[src/rtl/fetch_unit.sv]
// fetch_unit: single-issue instruction fetch stage with a one-entry output
// register, branch redirect/flush and halt detection.
//
// Ports:
//   clk, rst              clock, synchronous active-high reset
//   imem_addr/imem_instr  combinational instruction memory read
//   branch_valid/target   redirect request (flushes the output slot)
//   out_valid/out_ready   handshake towards decode
//   out_instr/out_pc      fetched instruction and its address
//   halted                fetch stopped by a halt instruction
module fetch_unit #(
    parameter logic [15:0] RESET_PC    = 16'h0000,
    parameter logic [3:0]  HALT_OPCODE = 4'hF
) (
    input  logic        clk,
    input  logic        rst,
    output logic [15:0] imem_addr,
    input  logic [15:0] imem_instr,
    input  logic        branch_valid,
    input  logic [15:0] branch_target,
    output logic        out_valid,
    input  logic        out_ready,
    output logic [15:0] out_instr,
    output logic [15:0] out_pc,
    output logic        halted
);

    typedef enum logic {
        FETCH  = 1'b0,
        HALTED = 1'b1
    } state_t;

    state_t      state, state_n;
    logic [15:0] pc, pc_n;
    logic        out_valid_n;
    logic [15:0] out_instr_n;
    logic [15:0] out_pc_n;
    logic        halted_n;
    logic        slot_free;
    logic        is_halt;

    assign imem_addr = pc;
    assign slot_free = !out_valid || out_ready;
    assign is_halt   = (imem_instr[15:12] == HALT_OPCODE);

    always_ff @(posedge clk) begin
        if (rst) begin
            state     <= FETCH;
            pc        <= RESET_PC;
            out_valid <= 1'b0;
            out_instr <= 16'h0000;
            out_pc    <= 16'h0000;
            halted    <= 1'b0;
        end else begin
            state     <= state_n;
            pc        <= pc_n;
            out_valid <= out_valid_n;
            out_instr <= out_instr_n;
            out_pc    <= out_pc_n;
            halted    <= halted_n;
        end
    end

    always_comb begin
        state_n     = state;
        pc_n        = pc;
        out_valid_n = out_valid;
        out_instr_n = out_instr;
        out_pc_n    = out_pc;
        halted_n    = halted;

        if (branch_valid) begin
            // Redirect flushes whatever sits in the output slot, even
            // if decode is accepting it this very cycle.
            state_n     = FETCH;
            pc_n        = branch_target;
            out_valid_n = 1'b0;
            halted_n    = 1'b0;
        end else begin
            unique case (state)
                FETCH: begin
                    if (slot_free) begin
                        out_instr_n = imem_instr;
                        out_pc_n    = pc;
                        out_valid_n = 1'b1;
                        if (is_halt) begin
                            // pc parks on the halt address
                            state_n  = HALTED;
                            halted_n = 1'b1;
                        end else begin
                            pc_n = pc + 16'd1;
                        end
                    end
                end
                HALTED: begin
                    if (out_valid && out_ready) begin
                        out_valid_n = 1'b0;
                    end
                end
                default: begin
                    state_n = FETCH;
                end
            endcase
        end
    end

endmodule

[config.mk]
export PLATFORM = sky130hd
export DESIGN_NAME = fetch_unit
export DESIGN_NICKNAME = d
export VERILOG_FILES = /design/src/rtl/fetch_unit.sv
export SDC_FILE = /design/constraint.sdc
export NUM_CORES = 1
export LEC_CHECK = 0
export ABC_AREA = 1
export CORE_ASPECT_RATIO = 1.4
export CORE_MARGIN = 4
export CORE_UTILIZATION = 48
export CTS_CLUSTER_DIAMETER = 80
export DETAILED_ROUTE_END_ITERATION = 6
export PLACE_DENSITY = 0.86
export SLEW_MARGIN = 20
export SYNTH_ARGS = -nofsm -noshare
export SYNTH_HDL_FRONTEND = slang
export SYNTH_SLANG_ARGS = --single-unit
[constraint.sdc]
create_clock -name clk -period 2.4 [get_ports clk]
set_clock_uncertainty 0.05 [all_clocks]
set_input_delay 0.24 -clock clk [delete_from_list [all_inputs] [get_ports clk]]
set_output_delay 0.24 -clock clk [all_outputs]
set_load 0.05 [all_outputs]
== Word level (Yosys, flattened, before mapping) ==
Cells that the tools add are included.

* Flip-flop bits (word level): 51
* Input port bits: 36
* Logic and storage cells: 33

* Add/subtract/negate cells: 1
* Eq/ne operators: 5
* Muxes and demuxes: 10
* Bitwise operators: 2
* Reduce and logical (&&, ||, !) cells: 9

{| class="wikitable"
|+ Operators with widths
! cell !! count
|-
| 16-bit 2-to-1 mux || 4
|-
| 16-bit by 1-bit adder with 16-bit output (second input constant) || 1
|-
| 3-bit AND reduction || 3
|-
| 2-bit != test (second input constant) || 3
|-
| 1-bit 2-to-1 mux || 5
|-
| 4-bit == test (second input constant) || 1
|-
| 2-bit by 1-bit != test with 1-bit output (second input constant) || 1
|-
| 1-bit inverter || 2
|-
| 1-bit case mux with 2 select lines || 1
|-
| 2-bit AND reduction || 1
|-
| 2-bit nonzero test || 1
|-
| 2-bit OR reduction || 1
|-
| 1-bit logical AND || 1
|-
| 1-bit zero test || 1
|-
| 1-bit logical OR || 1
|}

== Logic depth before layout (Yosys ltp) ==
* Depth in word-level cells: 5
* Mapped depth: 10
* Gate-level depth less buffers: 9

== Least setup slack after synthesis ==
OpenSTA, ideal clock, no wires.

* Path type: reg2reg
* From: register pc[0], in the netlist imem_addr[0]
* To: register pc[10], in the netlist imem_addr[10]
* Arrival: 1603 ps
* Required time: 2232 ps
* Setup slack: 629 ps
* Stages on the path, launching flop included: 9
* Clock period less this slack: 1771 ps
* Cell sequence: dfxtp_1 -> ha_1 -> nand3_2 -> inv_1 -> nand2_2 -> o21ai_0 -> nand3_1 -> nand2_1 -> a21oi_2

* Longest elaborated chain between the ends: 5

{| class="wikitable"
|+ RTL lines
! what !! RTL line !! text
|-
| start, declared || 34 || <nowiki>logic [15:0] pc, pc_n;</nowiki>
|-
| start signal, assigned || 56 || <nowiki>pc <= pc_n;</nowiki>
|-
| 16-bit by 1-bit adder with 16-bit output || 91 || <nowiki>pc_n = pc + 16'd1;</nowiki>
|-
| 16-bit 2-to-1 mux || 86 || <nowiki>if (is_halt) begin</nowiki>
|-
| 16-bit 2-to-1 mux || 82 || <nowiki>if (slot_free) begin</nowiki>
|-
| 16-bit 2-to-1 mux || 80 || <nowiki>unique case (state)</nowiki>
|-
| 16-bit 2-to-1 mux || 72 || <nowiki>if (branch_valid) begin</nowiki>
|}

No other way between the ends. The select of a mux whose other input is x is not followed.
A chain may end at the register's enable or synchronous reset.

== Worst setup path in the final report ==
* From: register pc[2], in the netlist imem_addr[2]
* To: output port imem_addr[2]

{| class="wikitable"
|+ RTL lines
! what !! RTL line !! text
|-
| end, declared || 17 || <nowiki>output logic [15:0] imem_addr,</nowiki>
|}

No word-level cell between the ends.

==> summary.txt <==
Synthesis
  – Register bit total from synthesis: slightly above 50
  – Synthesized cell area: around 2400 um2
  – Area share of the largest cell type after synthesis: between 40% and 50%
  – Ranking of synthesized cells by area: dfxtp_1, nor2_1, nand2_1, o21ai_0, nand3_1
  – Most common cell in the netlist: nor2_1
  – Most frequent cells after synthesis: nor2_1, nand2_1, dfxtp_1
  – Post-synth net total: between 300 and 400
  – Netlist cell types: 29
  – Cells after synthesis: ~340
  – Mean Syn Cell Area: about 7 um2
  – Async SR Flop Fraction: 0%
  – Synth warnings: 0
  – Largest area contributor in the netlist: dfxtp_1
  – Post-synth EDFFs: 0
  – Most common flop cell mapped by yosys: dfxtp_1
  – Sequential share of the synthesized area: between 40% and 50%

STA
  – Pins over their slew limit: 0
  – Fin. Hold Viols: 0
  – Final hold slack: 0.438 ns
  – Fmax: between 500 and 600 MHz
  – Final setup viols: 0
  – Tmin final: just under 2 ns
  – Worst Tran Pin Value: 0.606 ns
  – RSZ-0062 raised after global routing: no
  – Relative slew slack: 59.5%
  – Final Cycle Share: 82.4%
  – Final TNS setup: 0 ns

Power
  – Power, Total: just over 2 mW
  – Peak VDD IR: between 0.0004 and 0.0005 V
  – Internal power: between 1 and 1.5 mW
  – Power share of the combinational group: 28.5%
  – PwrDens: 620 nW/um2
  – Leak: roughly 1.4 nW
  – Clock power frac: between 20% and 30%
  – Sequential Power Share: between 40% and 50%
  – Fraction of power spent switching nets: between 30 and 40%
  – Net switching power: approximately 710 uW

Global route
  – Initial antenna violation count: 0
  – Vias in the first global route: 2339
  – Congestion Overflow GR: 0
  – Pin count of the biggest net entering global routing: 41
  – Tot GR Track Use: roughly 22%
  – First-pass GRT wire length: about 11000 um

Hold path
  – Worst hold-check path type: register to register
  – Hold depth: 2
  – Hold_sp: out_pc[8]

Setup path
  – Worst path slowest cell: clkdlybuf4s50_1
  – Top delay family on crit path: buffers and inverters
  – Crit Path Category: register to output pin
  – WP data required: ~2.1 ns
  – Worst R2R Start: out_valid
  – WP depth: 1
  – WP buf/inv: 1
  – R2r worst-path depth: 7
  – CP arrival: ~1.7 ns
  – Worst Setup Start Kind: register
  – Crit. End Element: output pin
  – Worst R2R Setup Slack: about 0.71 ns
  – Crit-path cells: clkdlybuf4s50_1
  – CP max stage delay: 0.88 ns
  – Critical path origin: imem_addr[2]
  – CP max FO: 8

Clock network
  – Post-CTS setup buffers: 0
  – Clock sinks: 51
  – CTS root buffer: clkbuf_8
  – Max clock buf depth: 2
  – CTS tree: yes
  – Hold buffers post-CTS: 0
  – Clk slew on worst S/H paths: about 0.09 ns
  – Post-CTS Resized: 0
  – Htree depth: 2
  – Clk_lat worst skew: ~0.30 ns
  – Clock buffer count from CTS: 5

Die
  – Die height: roughly 91 um
  – Die Wd: a little under 70 um
  – Die Area: 6120 um2
  – Row cnt: 29
  – Total core area: roughly 4600 um2
  – Boundary Pins: 86
  – Starting Density: 50.8%

Place
  – Placer Congestion: ~0.96
  – Post-place instance area: 3240 um2
  – Final HPWL DP: around 5000 um
  – Port Buf Inserts: 85

Routing
  – Via Count: 2437
  – DRT Pass-1 Iters: 5
  – Iteration-0 DRC Markers: about 130
  – Final wirelength: 6540 um
  – Vias per cell: 5.07
  – Final antenna-violating net count: 0
  – Avg WL per Cell: ~14 um
  – Residual DRC count: 0

Job
  – Total of max-cap violations: 0

Finish
  – Area grow syn2layout: 41.3%
  – Final Cell Area: roughly 3300 um2
  – Antenna Cells: 0
  – Reg area: ~1000 um2
  – Multi-input gate area: 1150 um2
  – Share of layout cells above drive strength 1: 8.59%
  – Final nets: between 400 and 500
  – Fillers: roughly 410

Run status
  – Status: complete, no violations
-- power groups by stage --
| stage | Combinational, mW | Sequential, mW | Clock [mW] |
|---|---|---|---|
| 6_report | 0.589 | 0.964 | 0.514 |
| 5_1_grt | 0.631 | 0.973 | 0.559 |
| 4_1_cts | 0.593 | 0.964 | 0.529 |
| 3_5_place_dp | 0.592 | 0.983 | 0 |
| 3_3_place_gp | 0.583 | 0.982 | 0 |
| 2_1_floorplan | 0.161 | 1.19 | 0 |
-- state kept, by name (all words and copies together) (netlist names) --
| name | flops |
|---|---|
| out_instr | 16 |
| out_valid | 1 |
| imem_addr | 16 |
| state | 1 |
| out_pc | 16 |
| halted | 1 |
-- cell usage in the layout (no fill, tap or decap), drive strengths merged --
cell type and n:
or2 1, clkdlybuf4s50 85, nand4 4, o211ai 4, nor3 3, a31oi 3
dfxtp 51, nor2 83, nand3 29, a211oi 1, ha 1, clkbuf 7
nand2 59, buf 5, a21oi 19, o21ai 36, clkinv 2, inv 25
xor2 1
-- per-stage QoR --
stage	setup WS, ns	std cells	utilization, %
after floorplan	0.629	336	-
after global placement	0.408	473	69.7
after detailed placement	0.348	473	69.7
after CTS	0.422	481	71.8
after global routing	0.372	481	71.8
final	0.424	481	71.8
-- logic make-up (layout without fill, tap and decap cells) --
| logic type | Yosys count | in the layout | synth area share (%) |
|---|---|---|---|
| and+or+nand+nor | 179 | 179 | 33.5 |
| AOI/OAI and AO/OA | 63 | 63 | 14.4 |
| DFF | 51 | 51 | 43.3 |
| buffers and inverters | 41 | 124 | 7.90 |
| adders and majority gates | 1 | 1 | 0.530 |
| xor gates and xnor gates | 1 | 1 | 0.371 |
-- area by class of cell --
cell class | count | area share [%]
flip-flops and latches | 51 | 30.6
multi-input cells | 244 | 34.6
inverters | 26 | 2.97
clock buffers | 7 | 2.59
clock inverters | 1 | 0.263
well taps | 62 | 2.33
repair buffers | 90 | 26.7
-- worst paths after layout --
path	end
worst min register to register	out_pc[8]
worst max register to register	out_pc[12]
worst max-delay path	imem_addr[2]
worst min-delay path	out_pc[8]
-- layer usage --
layer	GRT usage (%)	vias up	routed length (um)
li1	-	1249	-
met1	25.8	1084	2600
met2	38.3	85	3340
met3	4.32	19	383
met4	8.46	0	211
met5	0	-	0
(Power assumes the default switching activity.)
